## src/rtl/instr_encoder.sv

```systemverilog
// instr_encoder
// Encodes RISC-V I/S/B-type instruction words from separate fields and a
// signed immediate, then writes them sequentially into instruction memory
// through a write port that honours backpressure.
//
// Ports:
//   clk, rst_n     clock, synchronous active-low reset
//   clr            synchronous restart (address/count back to 0)
//   in_valid/in_ready, in_fmt, in_rd, in_rs1, in_rs2, in_funct3, in_imm
//                  encode request (fmt: 0 I-load, 1 I-ALU, 2 S, 3 B)
//   mem_we/mem_ready, mem_addr, mem_wdata
//                  memory write port, request held until accepted
//   count, full    words written (saturating at 2^ADDR_W) and full flag
//   err_valid, err_code
//                  one-cycle error pulse (01 range, 10 misaligned branch)
//
// Optional feature: define INSTR_ENC_CHECK_EN to enable immediate range and
// branch-alignment checks. Without it immediates are truncated silently and
// the error outputs stay 0.
module instr_encoder #(
  parameter int unsigned ADDR_W = 8
) (
  input  logic              clk,
  input  logic              rst_n,
  input  logic              clr,
  input  logic              in_valid,
  output logic              in_ready,
  input  logic [1:0]        in_fmt,
  input  logic [4:0]        in_rd,
  input  logic [4:0]        in_rs1,
  input  logic [4:0]        in_rs2,
  input  logic [2:0]        in_funct3,
  input  logic [31:0]       in_imm,
  output logic              mem_we,
  input  logic              mem_ready,
  output logic [ADDR_W-1:0] mem_addr,
  output logic [31:0]       mem_wdata,
  output logic [ADDR_W:0]   count,
  output logic              full,
  output logic              err_valid,
  output logic [1:0]        err_code
);

  typedef enum logic [0:0] {
    IDLE = 1'b0,
    HOLD = 1'b1
  } state_t;

  localparam logic [ADDR_W:0] CAP = {1'b1, {ADDR_W{1'b0}}};

  state_t              state_q, state_d;
  logic [ADDR_W-1:0]   addr_q, addr_d;
  logic [ADDR_W:0]     count_q, count_d;
  logic                we_q, we_d;
  logic [31:0]         wdata_q, wdata_d;
  logic                err_valid_q, err_valid_d;
  logic [1:0]          err_code_q, err_code_d;

  logic                full_w;
  logic                accept;
  logic [31:0]         enc;
  logic                chk_err;
  logic [1:0]          chk_code;

  assign full_w   = (count_q == CAP);
  assign in_ready = (state_q == IDLE) && !full_w && !clr;
  assign accept   = in_valid && in_ready;

  always_comb begin
    enc = '0;
    case (in_fmt)
      2'd0:    enc = {in_imm[11:0], in_rs1, in_funct3, in_rd, 7'b0000011};
      2'd1:    enc = {in_imm[11:0], in_rs1, in_funct3, in_rd, 7'b0010011};
      2'd2:    enc = {in_imm[11:5], in_rs2, in_rs1, in_funct3, in_imm[4:0],
                      7'b0100011};
      default: enc = {in_imm[12], in_imm[10:5], in_rs2, in_rs1, in_funct3,
                      in_imm[4:1], in_imm[11], 7'b1100011};
    endcase
  end

`ifdef INSTR_ENC_CHECK_EN
  logic i_oor, b_oor, b_mis;

  // An immediate fits when all bits above its sign bit replicate it.
  assign i_oor = !((&in_imm[31:11]) || !(|in_imm[31:11]));
  assign b_oor = !((&in_imm[31:12]) || !(|in_imm[31:12]));
  assign b_mis = in_imm[0];

  always_comb begin
    chk_err  = 1'b0;
    chk_code = '0;
    if (in_fmt == 2'd3) begin
      if (b_mis) begin
        chk_err  = 1'b1;
        chk_code = 2'b10;
      end else if (b_oor) begin
        chk_err  = 1'b1;
        chk_code = 2'b01;
      end
    end else if (i_oor) begin
      chk_err  = 1'b1;
      chk_code = 2'b01;
    end
  end
`else
  logic unused_imm;

  assign chk_err    = 1'b0;
  assign chk_code   = '0;
  assign unused_imm = ^{in_imm[31:13], in_imm[0]};
`endif

  always_comb begin
    state_d     = state_q;
    addr_d      = addr_q;
    count_d     = count_q;
    we_d        = we_q;
    wdata_d     = wdata_q;
    err_valid_d = 1'b0;
    err_code_d  = err_code_q;
    if (clr) begin
      // Abandons any pending write without a handshake.
      state_d = IDLE;
      addr_d  = '0;
      count_d = '0;
      we_d    = 1'b0;
    end else begin
      case (state_q)
        IDLE: begin
          if (accept) begin
            if (chk_err) begin
              err_valid_d = 1'b1;
              err_code_d  = chk_code;
            end else begin
              wdata_d = enc;
              we_d    = 1'b1;
              state_d = HOLD;
            end
          end
        end
        default: begin
          if (mem_ready) begin
            we_d    = 1'b0;
            addr_d  = addr_q + ADDR_W'(1);
            if (count_q != CAP) count_d = count_q + (ADDR_W + 1)'(1);
            state_d = IDLE;
          end
        end
      endcase
    end
  end

  always_ff @(posedge clk) begin
    if (!rst_n) begin
      state_q     <= IDLE;
      addr_q      <= '0;
      count_q     <= '0;
      we_q        <= 1'b0;
      wdata_q     <= '0;
      err_valid_q <= 1'b0;
      err_code_q  <= '0;
    end else begin
      state_q     <= state_d;
      addr_q      <= addr_d;
      count_q     <= count_d;
      we_q        <= we_d;
      wdata_q     <= wdata_d;
      err_valid_q <= err_valid_d;
      err_code_q  <= err_code_d;
    end
  end

  assign mem_we    = we_q;
  assign mem_addr  = addr_q;
  assign mem_wdata = wdata_q;
  assign count     = count_q;
  assign full      = full_w;
  assign err_valid = err_valid_q;
  assign err_code  = err_code_q;

endmodule
```

## config.mk

```make
export PLATFORM = sky130hd
export DESIGN_NAME = instr_encoder
export DESIGN_NICKNAME = d
export VERILOG_FILES = /design/src/rtl/instr_encoder.sv
export SDC_FILE = /design/constraint.sdc
export NUM_CORES = 1
export LEC_CHECK = 0
export CAP_MARGIN = 20
export CORE_MARGIN = 10
export CORE_UTILIZATION = 42
export DETAILED_ROUTE_END_ITERATION = 6
export GPL_ROUTABILITY_DRIVEN = 0
export PLACE_DENSITY = 0.87
export SYNTH_ARGS = -nofsm -noshare
export SYNTH_HDL_FRONTEND = slang
export SYNTH_SLANG_ARGS = --single-unit
```

## constraint.sdc

```tcl
create_clock -name clk -period 2.5 [get_ports clk]
set_input_delay 0.5 -clock clk [delete_from_list [all_inputs] [get_ports clk]]
set_output_delay 0.5 -clock clk [all_outputs]
set_load 0.005 [all_outputs]
```

==> summary.md, run 1 <==
| Metric | Value |
|---|---|
| Outcome | completed |
| Number of CTS-inserted buffers | 5 |
| Distinct cells, synth | 35 |
| Final TNS setup | 0 ns |
| Growth of design area from synthesis to finish | 42.9% |
| Die outline height | 94.0 microns |
| Share of the synthesized area in the top cell type | 41.8% |
| Nature of the critical path endpoint | output port |
| Num rows | 26 |
| Worst-case register-to-register setup slack | 0.55 ns |
| X dimension of the die | roughly 94 microns |
| Reg power frac | 52.8% |
| Clock tree from TritonCTS | yes |
| Data required time of the worst path | approximately 2 ns |
| Clock Root Buffer | clkbuf_8 |
| Non-filler cells, final | 408 |
| Worst Skew | 0.00627 ns |
| Detailed-route wire length | 5.99 mm |
| Count of mapped cells out of synthesis | 253 |
| Data arrival at the endpoint of the critical path | 1.91 ns |
| Average routed wire per standard cell | between 10 and 15 microns |
| Startpoint type of the worst setup path | register |
| Ports | 112 |
| Post-detailed-route DRC marker count | 0 |
| FF+latch count, synth | 48 |
| Maximum fanout along the worst path | 7 |
| Vias per Instance | 5.01 |
| Initial antenna violation count | 0 |
| DRC marker count from the first detailed-route iteration | 80 |
| Global-route wire length before repair | between 9 and 10 mm |
| Most frequently used flop master after synthesis | dfxtp_1 |
| Total setup violations reported at the end of the flow | 0 |
| Placed Cells incl. Taps | 400 |
| Die area | between 0.008 and 0.009 sq mm |
| Routed vias | 2046 |
| Routed Antenna Nets | 0 |
| Cell area after technology mapping | around 0.0023 sq mm |
| Ys Warns | 0 |
| Post-cts hold buffer count | 0 |
| Number of synthesized flops with an enable pin | 0 |
| Leading area contributor after synthesis | dfxtp_1 |
| Final global-route overflow total | 0 |
| Proportion of synthesized flip-flops having asynchronous set or reset | 0% |
| Number of clock sinks | 48 |
| Post-placement worst setup slack | 0.262 ns |
| Most area-consuming cells after synthesis | dfxtp_1 42%, mux2i_1 14%, nand2_1 10%, mux2_2 4.4%, a21oi_1 3.1% |
| Skew-Pair Late Insertion Delay | 0.29 ns |
| Antenna diode instance count | 0 |
| Logic pwr share | about 16% |
| Final-report hold violation count | 0 |
| Final number of max-transition violations | 0 |
| Initial core utilization | 44.1% |
| Final worst setup slack | roughly 0.088 ns |
| Number of optimization iterations in the first detailed-route pass | 4 |
| P_int | 0.00118 W |
| Peak Freq | between 0.4 and 0.5 GHz |
| Core footprint | about 0.0052 sq mm |
| Vias in the first global route | 2018 |
| DP HPWL | 4.67 mm |
| Clock share of power | 31.7% |
| Switching portion of total power | 22.4% |
| Part of the Yosys area used for sequential elements | 41.8% |
| Input/output buffers | 87 |
| Clock Pin Slew Worst Setup and Hold Paths | roughly 0.080 ns |
| Average size of a mapped cell | 9.08 sq um |
| Final worst path period share | 96.5% |
| Power per Cell Area | ~460 mW/mm^2 |
| Worst min-delay path category | register to register |
| Count of nets after finishing | between 300 and 400 |
| Share of final-layout standard cells stronger than drive strength 1 | 9.76% |
| Worst-case vdd ir drop | about 270 uV |
| Unrepaired setup endpoints after global routing | no |
| Total global routing track utilization | 13.5% |
| Largest buffer count on any clock path | 2 |
| Htree depth | 2 |
| Total leakage power | 1.29 nW |
| Switching pwr | 0.000340 W |
| Maximum number of pins on one net before global-route repair | 32 |
| Critical path start-end classification | register to output port |
| Maximum capacitance violations | 0 |
| Fin crit period | between 2 and 2.5 ns |
-- logic make-up (layout without fill, tap and decap cells) --
| kind of cell | count (synthesis) | after routing | synth area share [%] |
|---|---|---|---|
| compound gates | 33 | 33 | 9.48 |
| xor+xnor | 2 | 2 | 0.763 |
| fa+ha+maj | 3 | 3 | 1.63 |
| buf+inv | 26 | 107 | 8.22 |
| flops | 48 | 48 | 41.8 |
| mux | 40 | 40 | 17.9 |
| other cells | 1 | 5 | 0.163 |
| simple gates | 100 | 100 | 20.0 |
-- cell usage after synthesis, types with 3 or more instances --
cell and n:
a21oi_1 14, buf_4 6, buf_6 5, clkbuf_1 5
dfxtp_1 48, dlygate4sd1_1 4, ha_1 3, inv_1 4
mux2_2 9, mux2i_1 31, nand2_1 63, nand3_1 10
nand4_1 3, nor2_1 3, o21ai_0 8, o31ai_1 5
or3_1 6, or4_1 5
-- registers in the layout, summed over array words and instances (netlist names) --
register and flops:
mem_wdata 29, count 9, mem_addr 8, mem_we 1, state_q 1
-- routing by layer --
layer | up-vias | track usage (%) | wire length, microns
met5 | - | 0 | 0
met4 | 0 | 4.30 | 74
met3 | 4 | 4.64 | 488
met2 | 71 | 23.3 | 2940
met1 | 944 | 15.3 | 2480
li1 | 1027 | - | -
-- final cells by class --
type,instances,area [sq um]
fillers,458,1920
inverters,4,15.0
multi-input cells,183,1180
flip-flops and latches,48,962
well taps,70,87.6
clock buffers,7,96.3
repair buffers,96,946
-- power by group through the flow --
stage                     clock network (W)  registers (W)  logic, W
final                              0.000483       0.000804  0.000235
after global routing               0.000524       0.000807  0.000256
after CTS                          0.000500       0.000804  0.000238
after detailed placement                  0       0.000823  0.000237
after global placement                    0       0.000821  0.000232
after floorplan                           0       0.000823  0.000111
-- layout by cell type, fill, tap and decap left out --
cell type        synthesis  final
clkdlybuf4s50_1          0     86
nand2_1                 63     62
dfxtp_1                 48     47
mux2i_1                 31     31
a21oi_1                 14     14
nand3_1                 10     10
mux2_2                   9      9
o21ai_0                  8      8
buf_4                    6      8
clkbuf_8                 1      7
or3_1                    6      6
o31ai_1                  5      5
or4_1                    5      5
conb_1                   1      5
inv_1                    4      4
nor2_1                   3      3
nand4_1                  3      3
ha_1                     3      3
a21boi_0                 2      2
nand2b_1                 2      2
xor2_1                   2      2
nand2_2                  0      1
or2_2                    1      1
or4_4                    1      1
nor3_4                   0      1
nor3_1                   2      1
o311ai_4                 1      1
a21o_1                   1      1
nand3b_1                 1      1
and3_1                   1      1
nor2b_1                  1      1
nor3b_1                  1      1
o311a_2                  1      1
a32o_1                   1      1
dfxtp_2                  0      1
buf_2                    1      1
buf_12                   0      1
-- path summary, 6_finish.rpt --
| path | cells past startpoint | end | startpoint |
|---|---|---|---|
| max reg2reg | 5 | mem_wdata[31]$_SDFFE_PN0P_ | count[3]$_SDFFE_PP0P_ |
| max | 4 | in_ready | count[3]$_SDFFE_PP0P_ |
| min reg2reg | 2 | mem_we$_SDFFE_PP0P_ | mem_we$_SDFFE_PP0P_ |
| min | 2 | mem_we$_SDFFE_PP0P_ | mem_we$_SDFFE_PP0P_ |
-- worst max-delay path, stage by stage (launching register included) --
cell and delay (ns):
dfxtp_1 0.37, or4_4 0.58, nor3_4 0.14, nor3_1 0.07, clkdlybuf4s50_1 0.47
-- through the flow --
stage,hold slack [ns],area (sq um),util (%),power [W]
2_1_floorplan,0.453,2310,-,0.000935
3_3_place_gp,0.443,3160,60.8,0.00105
3_5_place_dp,0.448,3160,60.8,0.00106
4_1_cts,0.460,3270,62.7,0.00154
5_1_grt,0.472,3280,63.1,0.00159
6_report,0.459,3280,63.1,0.00152
-- repair_timing --
| item | in CTS | in global routing |
|---|---|---|
| gates resized for setup | 1 | 3 |
| setup endpoints to repair | 2 | 2 |
| cloned | 0 | 0 |
| pin swaps | 0 | 1 |
| endpoints found under the hold margin | 0 | 0 |
| buffers inserted | 0 | 1 |
No activity file was read; power rests on OpenSTA's default activity.
==> run 2, diff against run 1 <==
- CTS_CLUSTER_SIZE: unset -> 24
- DONT_BUFFER_PORTS: unset -> 1
- PLACE_DENSITY: 0.87 -> 0.6
==> run 2 against run 1 <==
Effect of this change: global-route usage shrank 1.4 points; via count shrank 18%; cell area down 29%; clock power is 1% higher; sequential share of layout area rose by 12 points; maximum frequency grew 11%; cell count fell by 23%; critical path type unchanged; critical endpoint unchanged.
==> summary.md, run 2 (synthesized netlist as in run 1, its figures left out) <==
| Metric | Value |
|---|---|
| Growth of design area from synthesis to finish | 2.07% (was 42.9%) |
| Initial core utilization | 44.1% (unchanged) |
| Die area | 0.00883 sq mm (unchanged) |
| Delay of the slowest cell on the worst path | 0.59 ns (was 0.58 ns) |
| Antenna diode instance count | 0 (unchanged) |
| Final TNS setup | 0 ns (unchanged) |
| Total leakage power | 0.938 nW (was 1.29 nW) |
| Cell repeated most along the worst path | nor3_1 |
| Routed Antenna Nets | 0 (unchanged) |
| DP HPWL | 4.02 mm (was 4.67 mm) |
| CP top delay family | simple AND/OR/NAND/NOR gates (unchanged) |
| Num rows | 26 (unchanged) |
| Maximum number of pins on one net before global-route repair | 60 (was 32) |
| Most common library cell in the layout ignoring fill and taps | nand2_1 (was clkdlybuf4s50_1) |
| Unrepaired setup endpoints after global routing | no (unchanged) |
| Clock Pin Slew Worst Setup and Hold Paths | 0.09 ns (was 0.08 ns) |
| Final number of max-transition violations | 0 (unchanged) |
| Worst min-delay path category | input port to register (was register to register) |
| Nature of the critical path endpoint | output port (unchanged) |
| Fin crit period | 2.18 ns (was 2.41 ns) |
| Final global-route overflow total | 0 (unchanged) |
| Vias in the first global route | 1634 (was 2018) |
| Cell with the largest stage delay on the worst path | or4_4 (unchanged) |
| Htree depth | 2 (unchanged) |
| Routed vias | 1669 (was 2046) |
| Maximum fanout along the worst path | 7 (unchanged) |
| Vias per Instance | 5.30 (was 5.01) |
| Final-report hold violation count | 0 (unchanged) |
| Buf+Inv Stages, Crit Path | 0 (was 1) |
| Total setup violations reported at the end of the flow | 0 (unchanged) |
| Outcome | completed (unchanged) |
| Final core area utilization | 45.0% (was 63.1%) |
| Clock tree from TritonCTS | yes (unchanged) |
| Final worst path period share | 87.2% (was 96.5%) |
| Largest buffer count on any clock path | 2 (unchanged) |
| Share of final-layout standard cells stronger than drive strength 1 | 9.39% (was 9.76%) |
| Worst Skew | 0.00950 ns (was 0.00627 ns) |
| Flip-flop count of the largest register after layout | 29 (unchanged) |
| Worst hold stages | 2 (unchanged) |
| Worst-case vdd ir drop | 227 uV (was 270 uV) |
| Core footprint | 0.00520 sq mm (unchanged) |
| Input/output buffers | 0 (was 87) |
| Ports | 112 (unchanged) |
| Average routed wire per standard cell | 16.9 microns (was 14.7 microns) |
| DRC marker count from the first detailed-route iteration | 42 (was 80) |
| Data arrival at the endpoint of the critical path | 1.68 ns (was 1.91 ns) |
| X dimension of the die | 94.0 microns (unchanged) |
| Met1 routing resource usage after global routing | 14.6% (was 15.3%) |
| Highest-utilization routing layer at the global route stage | met2 (unchanged) |
| Total global routing track utilization | 12.1% (was 13.5%) |
| Startpoint type of the worst setup path | register (unchanged) |
| Cells along the critical path | or4_4 > nor3_1 > nor3_1 (was or4_4 > nor3_4 > nor3_1 > clkdlybuf4s50_1) |
| Post-cts hold buffer count | 0 (unchanged) |
| Clock Root Buffer | clkbuf_8 (unchanged) |
| Fraction of met3 tracks used by global routing | 5.44% (was 4.64%) |
| Peak Freq | 0.459 GHz (was 0.415 GHz) |
| Count of nets after finishing | 305 (was 398) |
| Maximum capacitance violations | 0 (unchanged) |
| Number of optimization iterations in the first detailed-route pass | 4 (unchanged) |
| Initial antenna violation count | 0 (unchanged) |
| Worst Reg2Reg Path Length in Cells | 4 (was 5) |
| Skew-Pair Late Insertion Delay | 0.29 ns (about the same) |
| Commonest cells after routing, fill and taps aside | 63 x nand2_1, 48 x dfxtp_1, 31 x mux2i_1, 14 x a21oi_1, 10 x nand3_1 (was 86 x clkdlybuf4s50_1, 62 x nand2_1, 47 x dfxtp_1, 31 x mux2i_1, 14 x a21oi_1) |
| Met2 track demand over resource | 18.2% (was 23.3%) |
| Die outline height | 94.0 microns (unchanged) |
| Post-detailed-route DRC marker count | 0 (unchanged) |
| Detailed-route wire length | 5.32 mm (was 5.99 mm) |
| Critical path start-end classification | register to output port (unchanged) |
| Data required time of the worst path | 2.00 ns (about the same) |
| Resized Gates After CTS | 0 (was 1) |
| Number of clock sinks | 48 (unchanged) |
| Power per Cell Area | 594 mW/mm^2 (was 464 mW/mm^2) |
| Number of stages on the worst setup path | 3 (was 4) |
| Global-route wire length before repair | 8.58 mm (was 9.73 mm) |
| Post-CTS setup buffer count | 0 (unchanged) |
| Number of CTS-inserted buffers | 5 (unchanged) |
==> run 2: area by class of cell <==
type | instances | area, sq um
inverter | 4 | 15.0
multi-input combinational | 183 | 1160
clock buffer | 7 | 96.3
sequential | 48 | 961
timing repair buffer | 3 | 22.5
tap | 70 | 87.6
fill | 540 | 2860
==> run 2: stage by stage <==
step / instances / power, W / hold slack (ns) / area [sq um] / worst slack [ns]
floorplan: 257 / 0.000935 / 0.453 / 2310 / 0.761
global placement: 308 / 0.000923 / 0.471 / 2250 / 0.619
detailed placement: 308 / 0.000926 / 0.485 / 2250 / 0.590
CTS: 315 / 0.00142 / 0.328 / 2340 / 0.287
global route: 315 / 0.00147 / 0.310 / 2340 / 0.219
finish: 315 / 0.00139 / 0.340 / 2340 / 0.320
==> run 2: report_power, final <==
group,internal (W),switching [W]
sequential,0.000790,0.0000232
clock,0.000247,0.000242
combinational,0.0000471,0.0000445
==> run 2: final timing paths <==
kind	start	end	slack [ns]
worst max register to register	count[2]$_SDFFE_PP0P_	mem_wdata[21]$_SDFFE_PN0P_	0.57
worst min register to register	mem_wdata[28]$_SDFFE_PN0P_	mem_wdata[28]$_SDFFE_PN0P_	0.49
worst min-delay path	in_imm[8]	mem_wdata[28]$_SDFFE_PN0P_	0.34
worst max-delay path	count[2]$_SDFFE_PP0P_	in_ready	0.32
==> run 2: per-layer routing <==
metal / routed length, microns / vias up
met5: 0 / -
li1: - / 847
met4: 60 / 0
met3: 545 / 5
met1: 2370 / 757
met2: 2350 / 60
